`config.mk`:
```
export PLATFORM = sky130hd
export DESIGN_NAME = bldc_commutator
export DESIGN_NICKNAME = d
export VERILOG_FILES = /design/src/rtl/bldc_defs_pkg.sv /design/src/rtl/dead_time_leg.sv /design/src/rtl/bldc_commutator.sv
export SDC_FILE = /design/constraint.sdc
export NUM_CORES = 1
export LEC_CHECK = 0
export BUFFER_PORTS_ARGS = -buffer_cell sky130_fd_sc_hd__buf_2
export CORE_ASPECT_RATIO = 0.8
export CORE_UTILIZATION = 64
export DETAILED_ROUTE_END_ITERATION = 16
export GPL_ROUTABILITY_DRIVEN = 0
export PLACE_DENSITY_LB_ADDON = 0.3
export SETUP_SLACK_MARGIN = 0.4
export SLEW_MARGIN = 20
export SYNTH_ARGS = -nofsm -noshare
export SYNTH_HDL_FRONTEND = slang
export SYNTH_SLANG_ARGS = --single-unit
```
`constraint.sdc`:
```
create_clock -name CLK -period 6.8 [get_ports CLK]
set_input_delay 1.36 -clock CLK [delete_from_list [all_inputs] [get_ports CLK]]
set_output_delay 1.36 -clock CLK [all_outputs]
set_load 0.05 [all_outputs]
```
`src/rtl/bldc_defs_pkg.sv`:
```
`default_nettype none
// +-----------------------------------------------------------------------+
// | bldc_defs_pkg : Hall decode, sector encoding and gate-pair patterns    |
// | Rev 1.0                                                                |
// +-----------------------------------------------------------------------+
package bldc_defs_pkg;

  typedef logic [2:0] sector_t;

  typedef struct packed {
    logic    valid;
    sector_t sector;
  } hall_dec_t;

  typedef struct packed {
    logic [2:0] hi;
    logic [2:0] lo;
  } gate_pair_t;

  localparam logic [2:0] PH_A = 3'b001;
  localparam logic [2:0] PH_B = 3'b010;
  localparam logic [2:0] PH_C = 3'b100;

  // Codes 0 and 7 are physically impossible for 120-degree sensors.
  function automatic hall_dec_t hall_to_sector(input logic [2:0] hall);
    hall_dec_t d;
    d.valid  = 1'b1;
    d.sector = 3'd0;
    case (hall)
      3'd1:    d.sector = 3'd0;
      3'd5:    d.sector = 3'd1;
      3'd4:    d.sector = 3'd2;
      3'd6:    d.sector = 3'd3;
      3'd2:    d.sector = 3'd4;
      3'd3:    d.sector = 3'd5;
      default: d.valid  = 1'b0;
    endcase
    return d;
  endfunction

  function automatic sector_t sector_shift(input sector_t s, input logic dir);
    if (!dir)
      return s;
    return (s >= 3'd3) ? (s - 3'd3) : (s + 3'd3);
  endfunction

  function automatic gate_pair_t sector_pair(input sector_t s);
    gate_pair_t p;
    p.hi = 3'b000;
    p.lo = 3'b000;
    case (s)
      3'd0:    begin p.hi = PH_A; p.lo = PH_B; end
      3'd1:    begin p.hi = PH_A; p.lo = PH_C; end
      3'd2:    begin p.hi = PH_B; p.lo = PH_C; end
      3'd3:    begin p.hi = PH_B; p.lo = PH_A; end
      3'd4:    begin p.hi = PH_C; p.lo = PH_A; end
      3'd5:    begin p.hi = PH_C; p.lo = PH_B; end
      default: begin p.hi = 3'b000; p.lo = 3'b000; end
    endcase
    return p;
  endfunction

endpackage
`default_nettype wire

```
`src/rtl/dead_time_leg.sv`:
```
`default_nettype none
// +-----------------------------------------------------------------------+
// | dead_time_leg : delays each side's turn-on, removes turn-off at once   |
// | Rev 1.0                                                                |
// +-----------------------------------------------------------------------+
module dead_time_leg #(
  parameter int DEAD_CYCLES = 4
) (
  input  logic CLK,
  input  logic RST,
  input  logic req_h,
  input  logic req_l,
  output logic gate_h,
  output logic gate_l
);

  localparam int             CW       = $clog2(DEAD_CYCLES + 1);
  localparam logic [CW-1:0]  DEAD_MAX = CW'(DEAD_CYCLES);

  logic          want_h, want_l;
  logic [CW-1:0] cnt_h_q, cnt_h_d;
  logic [CW-1:0] cnt_l_q, cnt_l_d;

  // A conflicting request pair never counts, so neither side can sneak on.
  assign want_h = req_h & ~req_l;
  assign want_l = req_l & ~req_h;

  always_comb begin
    cnt_h_d = '0;
    cnt_l_d = '0;
    if (want_h)
      cnt_h_d = (cnt_h_q == DEAD_MAX) ? cnt_h_q : cnt_h_q + 1'b1;
    if (want_l)
      cnt_l_d = (cnt_l_q == DEAD_MAX) ? cnt_l_q : cnt_l_q + 1'b1;
  end

  always_ff @(posedge CLK or posedge RST) begin
    if (RST) begin
      cnt_h_q <= '0;
      cnt_l_q <= '0;
    end else begin
      cnt_h_q <= cnt_h_d;
      cnt_l_q <= cnt_l_d;
    end
  end

  assign gate_h = want_h & (cnt_h_q == DEAD_MAX);
  assign gate_l = want_l & (cnt_l_q == DEAD_MAX);

endmodule
`default_nettype wire

```
`src/rtl/bldc_commutator.sv`:
```
`default_nettype none
// +-----------------------------------------------------------------------+
// | bldc_commutator : six-step commutation with Hall debounce and PWM      |
// | Rev 1.0                                                                |
// +-----------------------------------------------------------------------+
module bldc_commutator
  import bldc_defs_pkg::*;
#(
  parameter int PWM_BITS    = 8,
  parameter int DEAD_CYCLES = 4,
  parameter int DEBOUNCE    = 3
) (
  input  logic                CLK,
  input  logic                RST,
  input  logic                TICK_IN,
  input  logic                EN,
  input  logic                DIR,
  input  logic [PWM_BITS-1:0] DUTY,
  input  logic [2:0]          HALL,
  output logic [2:0]          GATE_H,
  output logic [2:0]          GATE_L,
  output logic [2:0]          SECTOR,
  output logic                FAULT
);

  localparam int            SW        = $clog2(DEBOUNCE + 1);
  localparam logic [SW-1:0] STAB_MAX  = SW'(DEBOUNCE);
  localparam logic [SW-1:0] STAB_LAST = SW'(DEBOUNCE - 1);

  logic [2:0]          tick_sync_q, tick_sync_d;
  logic                tick_q, tick_d;
  logic [2:0]          hall_s1_q, hall_s1_d, hall_s2_q, hall_s2_d;
  logic [2:0]          cand_q, cand_d;
  logic [SW-1:0]       stab_q, stab_d;
  logic [PWM_BITS-1:0] cnt_q, cnt_d, duty_q, duty_d;
  sector_t             sector_q, sector_d;
  logic                valid_q, valid_d, fault_q, fault_d;

  logic                accept, pwm_on, drive;
  hall_dec_t           dec;
  gate_pair_t          pair;
  logic [2:0]          req_h, req_l;

  always_comb begin
    tick_sync_d = {tick_sync_q[1:0], TICK_IN};
    tick_d      = tick_sync_q[1] & ~tick_sync_q[2];
    hall_s1_d   = HALL;
    hall_s2_d   = hall_s1_q;

    cand_d = cand_q;
    stab_d = stab_q;
    accept = 1'b0;
    if (hall_s2_q != cand_q) begin
      cand_d = hall_s2_q;
      stab_d = '0;
    end else if (tick_q && (stab_q != STAB_MAX)) begin
      stab_d = stab_q + 1'b1;
      accept = (stab_q == STAB_LAST);
    end

    dec      = hall_to_sector(cand_q);
    sector_d = sector_q;
    valid_d  = valid_q;
    fault_d  = fault_q;
    if (accept) begin
      if (dec.valid) begin
        sector_d = dec.sector;
        valid_d  = 1'b1;
      end else begin
        fault_d  = 1'b1;
      end
    end
    // Disabling the drive is the only way to acknowledge a Hall fault.
    if (!EN)
      fault_d = 1'b0;

    cnt_d  = cnt_q;
    duty_d = duty_q;
    if (!EN) begin
      cnt_d = '0;
    end else if (tick_q) begin
      cnt_d = cnt_q + 1'b1;
      if (cnt_q == {PWM_BITS{1'b1}})
        duty_d = DUTY;
    end

    pwm_on = (cnt_q < duty_q);
    drive  = EN & ~fault_q & valid_q;
    pair   = sector_pair(sector_shift(sector_q, DIR));
    req_h  = pair.hi & {3{drive & pwm_on}};
    req_l  = pair.lo & {3{drive}};
  end

  always_ff @(posedge CLK or posedge RST) begin
    if (RST) begin
      tick_sync_q <= '0;
      tick_q      <= 1'b0;
      hall_s1_q   <= '0;
      hall_s2_q   <= '0;
      cand_q      <= '0;
      stab_q      <= '0;
      cnt_q       <= '0;
      duty_q      <= '0;
      sector_q    <= 3'd0;
      valid_q     <= 1'b0;
      fault_q     <= 1'b0;
    end else begin
      tick_sync_q <= tick_sync_d;
      tick_q      <= tick_d;
      hall_s1_q   <= hall_s1_d;
      hall_s2_q   <= hall_s2_d;
      cand_q      <= cand_d;
      stab_q      <= stab_d;
      cnt_q       <= cnt_d;
      duty_q      <= duty_d;
      sector_q    <= sector_d;
      valid_q     <= valid_d;
      fault_q     <= fault_d;
    end
  end

  genvar leg;
  generate
    for (leg = 0; leg < 3; leg++) begin : g_leg
      dead_time_leg #(
        .DEAD_CYCLES (DEAD_CYCLES)
      ) u_leg (
        .CLK    (CLK),
        .RST    (RST),
        .req_h  (req_h[leg]),
        .req_l  (req_l[leg]),
        .gate_h (GATE_H[leg]),
        .gate_l (GATE_L[leg])
      );
    end
  endgenerate

  assign SECTOR = sector_q;
  assign FAULT  = fault_q;

endmodule
`default_nettype wire
```
==> results.ini, run 1 <==
[pwr]
ir_worst_vdd_mv=0.164
p_int_uw=457
pwr-share-comb=0.081
seqPwrFrac=0.554
swShare=0.245
power_density_nw_per_um2=189
p_switching_uw=148
leakagePower_uw=0.00148
clockPowerShare=0.365

[routing]
routed_wl_um=5170
drt_iter0_markers=108
routedWlPerCell_um=13.8
antenna_left=0
dr.pass1.iters=4
vias_per_cell=5.57
num_vias=2083
drc=0

[layout]
layout_common_cells=54 x dfrtp_1, 30 x nand2_1, 25 x inv_1, 25 x ha_1, 25 x buf_2
drive_gt1_frac=0.161
diodes=0
synthToLayoutAreaGrowth_pct=7.05
fillers=330
layout_commonest_cell=dfrtp_1
nets=357

[sta]
skew_ns=0.00797
timing.final.crit_share=0.683
hold_viol=0
fmaxAchievable_mhz=215
finalSetupViolCount=0
min_period_ns=4.65
tightest_slew_ns=0.812
finalSetupTns_ns=0
setup_ws_ns=2.15
grt_setup_unrepaired=false
finalMaxSlewViolations=0
relSlewSlack=0.457

[synth]
synth_cell_type_count=42
synth_top_cell_by_area=dfrtp_1
ys_warn_count=0
synth_compound_area_frac=0.0939
synth_top_family_by_area=simple AND/OR/NAND/NOR gates
muxShareOfSynthArea=0.0238
syn_area_um2=3000
yosysTopAreaCellShare=0.451
synth_area_leaders=dfrtp_1 45%, ha_1 10%, xnor2_1 5.0%, nand2_1 3.8%, inv_1 3.3%
syn_area_per_cell_um2=9.93
synthSimpleGateAreaFrac=0.197
ys_seq_elements=54
synth_fa_ha_area_frac=0.104
syn_nets=343
syn_inst=302
synth-xor-area-share=0.0584
ys_seq_area_frac=0.451

[worst_hold_path]
holdCritPathClass=reg -> reg
hold_depth=0
hold_start=tick_sync_q[0]$_DFF_PP0_
hold_end=tick_sync_q[1]$_DFF_PP0_

[worst_setup_path]
end_kind=output pin
r2r_start=SECTOR[0]$_DFFE_PP0P_
worst-r2r-setup-slack_ns=3.98
start_kind=flop
reg2reg_depth=7
r2r_end=g_leg[2].u_leg.cnt_h_q[2]$_DFFE_PP0P_
cp.required_ns=5.44
arrival_ns=3.29
worstSetupPathType=reg -> out
crit_fanout=12

[global_route]
antenna_found_initial=0
overflow=0
track_usage=0.243
grt_max_degree=55
grt_pass1_vias=2035
grt_pass1_wl_um=9290

[clock_network]
root_buffer=clkbuf_8
cts_hold_buf=0
post_cts_buffers=0
cts.reportedPaths.clkPinSlew_ns=0.10
cts_max_path_buffers=2
clock_latency_ns=0.31
cts_tree=yes
cts_resized=0
htree_levels=2
clock-sinks=54
numCtsBuffers=5

[floorplan]
ioPinCount=26
coreArea_um2=4340
placement_rows=21
die_h_um=63.2
die_area_um2=4960
die_w_um=78.5
initial_utilization=0.691

[placed_design]
dp_slack_ns=2.21
hpwl_um=3810
io_buffers=25

[flow_run]
cap_violations=0

[run_status]
status=complete, no violations

stage by stage:
step | instance area (µm²) | instances | hold WS [ns] | total power [µW] | utilization
3_5_place_dp | 3090 | 366 | 0.338 | 391 | 0.713
4_1_cts | 3210 | 374 | 0.361 | 609 | 0.740
2_1_floorplan | 3000 | 302 | 0.331 | 379 | -
3_3_place_gp | 3090 | 366 | 0.334 | 388 | 0.713
5_1_grt | 3210 | 374 | 0.365 | 631 | 0.740
6_report | 3210 | 374 | 0.359 | 605 | 0.740
flip-flops by register name (all words and copies together) (netlist names), 3 cells and up:
name and flops:
cand_q 3, duty_q 8, SECTOR 3, tick_sync_q 3, g_leg.u_leg.cnt_h_q 9, hall_s2_q 3, g_leg.u_leg.cnt_l_q 9, cnt_q 8
hall_s1_q 3
power by group through the flow:
stage	clock, µW	combinational (µW)	sequential (µW)
final	221	49.2	335
after CTS	225	49.3	335
after global routing	240	55.3	336
after detailed placement	0	49.2	341
after global placement	0	47.2	341
after floorplan	0	39.3	340
critical path, cell delays in order (launching register included):
cell	delay, ns
dfrtp_1	0.55
ha_1	0.28
ha_1	0.25
a211o_4	0.35
and3_2	0.20
nor2_1	0.64
nand3b_1	0.28
nor2_1	0.15
buf_2	0.27
worst max path at each step:
stage | depth (start not counted) | startpoint | end
final | 8 | SECTOR[0]$_DFFE_PP0P_ | GATE_H[2]
after global routing | 8 | SECTOR[0]$_DFFE_PP0P_ | GATE_H[2]
after CTS | 8 | SECTOR[0]$_DFFE_PP0P_ | GATE_H[2]
after detailed placement | 7 | DIR | GATE_H[2]
after global placement | 7 | DIR | GATE_H[2]
after floorplan | 8 | DIR | GATE_H[2]
cell usage after synthesis:
cell type and instances:
and2_1 5, mux2_2 1, o221ai_1 1, xor2_1 3
clkbuf_1 9, a31oi_1 2, o21bai_1 1, buf_6 2
a2bb2oi_1 1, and3_4 1, a211o_4 1, xnor2_1 17
and3_2 1, a21boi_0 1, nand3_1 6, nor4_2 4
inv_1 26, o22ai_1 2, nand4b_1 1, buf_2 3
a211oi_1 4, nor4_1 8, nor3_1 11, a22o_2 1
o21ai_0 17, nand2_1 30, a21oi_1 7, ha_1 25
nor2b_1 6, or2_2 4, buf_4 6, o21a_1 1
a2111oi_4 1, nand2b_1 2, nor2_1 18, nand4_1 3
nand3b_1 6, nor3_4 1, mux2i_1 6, dfrtp_1 54
or3_1 2, a2111o_1 1
layout make-up:
| type | count | area (µm²) | share of cell area |
|---|---|---|---|
| clock buffers | 5 | 68.8 | 0.0214 |
| clock inverters | 3 | 47.5 | 0.0148 |
| inverters | 26 | 97.6 | 0.0304 |
| multi-input cells | 202 | 1430 | 0.446 |
| flip-flops and latches | 54 | 1350 | 0.421 |
| well taps | 57 | 71.3 | 0.0222 |
| repair buffers | 27 | 140 | 0.0437 |
metal layers:
metal  global-route usage  share of wire  vias up
li1                     -              -     1046
met2                0.386           0.46       41
met5                    0              0        -
met1                0.329           0.49      985
met3               0.0507          0.035       11
met4               0.0903          0.016        0
cell families (layout without fill, tap and decap cells):
kind of cell / after synthesis / in the layout
simple gates: 109 / 109
flops: 54 / 54
buf+inv: 46 / 61
compound gates: 41 / 41
fa+ha+maj: 25 / 25
xor+xnor: 20 / 20
mux: 7 / 7
Note: power is estimated with default switching activity, not from simulation.
==> run 2: changes to the inputs <==
ABC_AREA = 1   (was not set)
CORE_UTILIZATION = 54   (was 64)
clock period = 3.76 ns   (was 6.8 ns; I/O delays follow)
==> run 2 against run 1 <==
Effect of this change: utilization down 12 points; critical path type unchanged; hold slack barely moved; sequential cell count unchanged; combinational power grew 32%; synthesized area increased by 0.42%; final cell count grew 11%; critical path depth is 2 higher; setup slack worse by 1.5 ns; register-to-register slack got worse by 2.0 ns; sequential power grew 81%; routed wire length fell by 11%; first-iteration DRC count fell by 22%.
==> results.ini, run 2 <==
[run_status]
status=complete, no violations

[synth]
muxShareOfSynthArea=0
syn_inst=330
synth_top_cell_by_area=dfrtp_1
synth_edf_count=0
synth_compound_area_frac=0.0773
yosysMostFrequentCell=dfrtp_1
synth_fa_ha_area_frac=0.104
synth_ff_type=dfrtp_1
synth_area_leaders=dfrtp_1 45%, ha_1 10%, inv_1 5.9%, nand2_1 5.5%, nor3_2 4.7%
syn_area_um2=3010
yosysTopAreaCellShare=0.449
ys_seq_area_frac=0.449
ys_async_sr_fraction=1.00
synth_top_family_by_area=simple AND/OR/NAND/NOR gates
synthSimpleGateAreaFrac=0.240
ys_warn_count=0
synthTopCellsByCount=54 x dfrtp_1, 47 x inv_1, 44 x nand2_1, 32 x nor2_1, 25 x ha_1
syn_nets=371
ys_seq_elements=54
syn_area_per_cell_um2=9.12
synth-xor-area-share=0.0378
synth_cell_type_count=30

[layout]
multiInputGateArea_um2=1380
layout_commonest_cell=dfrtp_1
drive_gt1_frac=0.213
final_util=0.624
fillers=442
stdcell_area_um2=3230
nets=392
synthToLayoutAreaGrowth_pct=7.32
diodes=0
largestRegisters=g_leg.u_leg.cnt_h_q x9, g_leg.u_leg.cnt_l_q x9
layout_common_cells=54 x dfrtp_1, 46 x inv_1, 44 x nand2_1
seq_area_um2=1350

[worst_hold_path]
hold_depth=0
holdCritPathClass=reg -> reg

[worst_setup_path]
start_kind=flop
worstSetupPathType=reg -> out
crit_chain=ha_1 -> ha_1 -> nor2_4 -> nand2_2 -> nand2_1 -> nand3_1 -> nand2_1 -> nand2_2 -> nor3_2 -> buf_2
critPathMaxStageDelay_ns=0.46
cp_slowest_cell=dfrtp_1
crit_fanout=6
reg2reg_depth=11
cp.required_ns=3.01
worst-r2r-setup-slack_ns=1.96
arrival_ns=2.32
end_kind=output pin

[sta]
min_period_ns=3.07
grt_setup_unrepaired=false
hold_viol=0
tightest_slew_ns=0.653
relSlewSlack=0.564
finalSetupTns_ns=0
skew_ns=0.00667
finalMaxSlewViolations=0
setup_ws_ns=0.690
finalSetupViolCount=0
fmaxAchievable_mhz=326
hold_ws_ns=0.358
timing.final.crit_share=0.817

[global_route]
grt_max_degree=55
track_usage=0.176
overflow=0
grt_pass1_wl_um=7980
antenna_found_initial=0
grt_pass1_vias=1892

[floorplan]
initial_utilization=0.581
ioPinCount=26
placement_rows=23
die_h_um=68.8
die_w_um=85.5
die_area_um2=5880
coreArea_um2=5180

[clock_network]
cts_max_path_buffers=2
clock_latency_ns=0.32
clock-sinks=54
cts_resized=0
cts_tree=yes
cts_hold_buf=0
cts.reportedPaths.clkPinSlew_ns=0.10
post_cts_buffers=0
root_buffer=clkbuf_8
htree_levels=2
numCtsBuffers=5

[routing]
drc=0
vias_per_cell=4.92
drt_iter0_markers=84
dr.pass1.iters=4
num_vias=2038
routedWlPerCell_um=11.1
antenna_left=0
routed_wl_um=4590

[placed_design]
hpwl_um=3390
dp_slack_ns=1.02
dpl_cell_area_um2=3130
io_buffers=25

[pwr]
leakagePower_uw=0.00158
power_density_nw_per_um2=315
ir_worst_vdd_mv=0.298

[flow_run]
cap_violations=0

==> run 2: cell count changes after synthesis, sizes merged, moves of 6 or more <==
cell    before  now
nor2b        6    0
nand2       30   52
nor3        12   18
clkbuf       9    3
nor4        12    2
xor2         3   12
mux2i        6    0
nor2        18   36
a21oi        7   28
xnor2       17    1
nand3        6   17
inv         26   50
==> run 2: cell families after synthesis <==
kind of cell    count (synthesis)
buf+inv                        62
flops                          54
fa+ha+maj                      25
xor+xnor                       13
compound gates                 41
simple gates                  135
==> run 2: final timing paths <==
path                                   startpoint                                    end
min reg2reg                hall_s1_q[2]$_DFF_PP0_                 hall_s2_q[2]$_DFF_PP0_
min                        hall_s1_q[2]$_DFF_PP0_                 hall_s2_q[2]$_DFF_PP0_
max                         SECTOR[0]$_DFFE_PP0P_                              GATE_H[0]
max reg2reg                 SECTOR[0]$_DFFE_PP0P_  g_leg[1].u_leg.cnt_l_q[1]$_DFFE_PP0P_
min in group asynchronous                     RST                  SECTOR[1]$_DFFE_PP0P_
max in group asynchronous                     RST  g_leg[2].u_leg.cnt_h_q[0]$_DFFE_PP0P_
==> run 2: per-stage QoR <==
stage / cells / power [µW]
floorplan: 330 / 663
global placement: 406 / 680
detailed placement: 406 / 684
CTS: 414 / 1040
global route: 414 / 1060
finish: 414 / 1020
==> run 2: power by group <==
part / switching [µW] / internal (µW)
Combinational: 42.6 / 22.5
Sequential: 11.6 / 594
Clock: 208 / 140
==> run 2: layout make-up <==
cell class | instances | share of cell area
Clock buffer | 5 | 0.0213
Clock inverter | 3 | 0.00891
Inverter | 50 | 0.0589
Multi-Input combinational cell | 214 | 0.428
Sequential cell | 54 | 0.418
Tap cell | 62 | 0.0240
Timing Repair Buffer | 26 | 0.0411
==> run 2: critical path: cells and delay by family, from the launching register on <==
family / cells / cell delay, ns
buffers and inverters: 1 / 0.29
AND/OR/NAND/NOR: 7 / 0.81
adder cells (fa/ha/maj): 2 / 0.43
flip-flops: 1 / 0.46
==> run 2: per-layer routing <==
| metal | track usage | vias to the layer above | routed length (µm) |
|---|---|---|---|
| li1 | - | 1087 | - |
| met1 | 0.226 | 923 | 2300 |
| met2 | 0.294 | 23 | 2090 |
| met3 | 0.0464 | 5 | 134 |
| met4 | 0.0625 | 0 | 57 |
| met5 | 0 | - | 0 |
==> run 3: changes to the inputs <==
CORE_UTILIZATION = 59   (was 54)
clock period = 3.1 ns   (was 3.76 ns; I/O delays follow)
==> run 3 against run 2 <==
Effect of this change: global-route usage is 4.3 points higher; total power is 22% higher; setup slack worse by 0.32 ns; count of clock-buffer cells in the layout stayed put; register-to-register slack worse by 0.80 ns; sequential cell count stayed put; die area is 8.3% lower; clock power is 20% higher; critical endpoint is now GATE_L[1]; largest power group unchanged.
==> results.ini, run 3 (synthesis gave the netlist of run 2 again) <==
[run_status]
status=complete, no violations

[layout]
diodes=0
nets=406
fin_cells=426
layout_common_cells=50 x dfrtp_1, 44 x inv_1, 36 x nand2_1
synthToLayoutAreaGrowth_pct=18.1
fillers=342
layout_commonest_cell=dfrtp_1
drive_gt1_frac=0.320
largestRegisters=g_leg.u_leg.cnt_h_q x9, g_leg.u_leg.cnt_l_q x9

[pwr]
swShare=0.259
p_switching_uw=321
ir_worst_vdd_mv=0.370
power_density_nw_per_um2=349
pwr-share-comb=0.072
p_int_uw=918
seqPwrFrac=0.593
clockPowerShare=0.335
leakagePower_uw=0.00176

[worst_setup_path]
reg2reg_depth=13
worstSetupPathType=reg -> out
crit_fanout=5
end_kind=output pin
arrival_ns=2.11
start_kind=flop
cp.required_ns=2.48

[clock_network]
clock-sinks=54
cts_hold_buf=0
root_buffer=clkbuf_8
cts_tree=yes
numCtsBuffers=5
cts.reportedPaths.clkPinSlew_ns=0.10
htree_levels=2
cts_max_path_buffers=2
clock_latency_ns=0.32

[floorplan]
placement_rows=22
die_h_um=65.9
die_w_um=81.9
initial_utilization=0.636
ioPinCount=26
die_area_um2=5390
coreArea_um2=4730

[sta]
tightest_slew_ns=0.433
hold_viol=0
finalMaxSlewViolations=0
grt_setup_unrepaired=true
finalSetupViolCount=0
fmaxAchievable_mhz=366
relSlewSlack=0.711
min_period_ns=2.73
finalSetupTns_ns=0
timing.final.crit_share=0.881
setup_ws_ns=0.368
skew_ns=0.00639

[global_route]
track_usage=0.219
grt_pass1_wl_um=8900
grt_pass1_vias=2118
grt_max_degree=35
antenna_found_initial=0
overflow=0

[flow_run]
cap_violations=0

[routing]
vias_per_cell=5.22
antenna_left=0
routed_wl_um=5400
drc=0
routedWlPerCell_um=12.7
drt_iter0_markers=46
dr.pass1.iters=4
num_vias=2223

[placed_design]
hpwl_um=3670
post-place-cells=405
dp_slack_ns=0.526
io_buffers=25

[worst_hold_path]
holdCritPathClass=in -> async

run 3: cell types whose count changed in the layout (fill, tap and decap cells not counted), moves of 6 or more:
cell     before  now
buf_2        25   19
buf_4         1   15
buf_6         0    6
nand2_1      44   36
nand2_4       0   10
nand3_1      15    7
nand3_2       2    9
run 3: path summary, 6_finish.rpt:
check / from / to / slack (ns)
worst max-delay path: SECTOR[1]$_DFFE_PP0P_ / GATE_L[1] / 0.37
worst min-delay path: RST / cand_q[2]$_DFFE_PP0P_ / 0.27
worst max register to register: SECTOR[1]$_DFFE_PP0P_ / g_leg[1].u_leg.cnt_l_q[2]$_DFFE_PP0P_ / 1.16
worst min register to register: tick_sync_q[0]$_DFF_PP0_ / tick_sync_q[1]$_DFF_PP0_ / 0.36
max in group asynchronous: RST / cnt_q[3]$_DFFE_PP0P_ / 2.03
min in group CLK: tick_sync_q[0]$_DFF_PP0_ / tick_sync_q[1]$_DFF_PP0_ / 0.36
run 3: routing by layer:
layer | track usage | wire length [µm] | up-vias | share of wire
met1 | 0.267 | 2420 | 1058 | 0.45
li1 | - | - | 1116 | -
met5 | 0 | 0 | - | 0
met3 | 0.0469 | 186 | 13 | 0.034
met2 | 0.378 | 2670 | 36 | 0.50
met4 | 0.0833 | 122 | 0 | 0.023
run 3: final cells by class:
cell class              instances  area (µm²)  share of cell area
repair buffers                 40         275              0.0774
clock buffers                   5        68.8              0.0194
multi-input cells             214        1570               0.440
flip-flops and latches         54        1360               0.382
inverters                      50         188              0.0528
well taps                      60        75.1              0.0211
clock inverters                 3        26.3             0.00739
run 3: repair_timing:
item | in CTS | in global routing
buffers inserted | 9 | 4
hold endpoints to repair | 0 | 0
setup endpoints to repair | 6 | 6
gates resized for setup | 28 | 28
pin swaps | 10 | 16
run 3: metrics by stage:
step	utilization	hold slack [ns]	instance area, µm²	power (µW)
final	0.751	0.275	3550	1240
after CTS	0.720	0.283	3410	1250
after floorplan	-	0.331	3010	804
after global routing	0.751	0.304	3550	1300
after detailed placement	0.662	0.340	3140	832
after global placement	0.662	0.331	3140	826
run 3: power by group through the flow:
stage / clock, µW / combinational (µW) / sequential, µW
finish: 415 / 89.1 / 735
global route: 458 / 102 / 739
CTS: 425 / 85.3 / 735
detailed placement: 0 / 83.0 / 749
global placement: 0 / 78.1 / 748
floorplan: 0 / 58.6 / 745
run 3: worst max-delay path, stage by stage (launching register included):
cell     delay, ns
dfrtp_2       0.44
ha_4          0.17
ha_4          0.16
nor2_4        0.17
nand2_4       0.10
nand2_2       0.07
nand3_2       0.08
nand2_4       0.11
nand2_1       0.06
nand2_1       0.10
nand2_2       0.07
nor2_2        0.10
buf_6         0.16
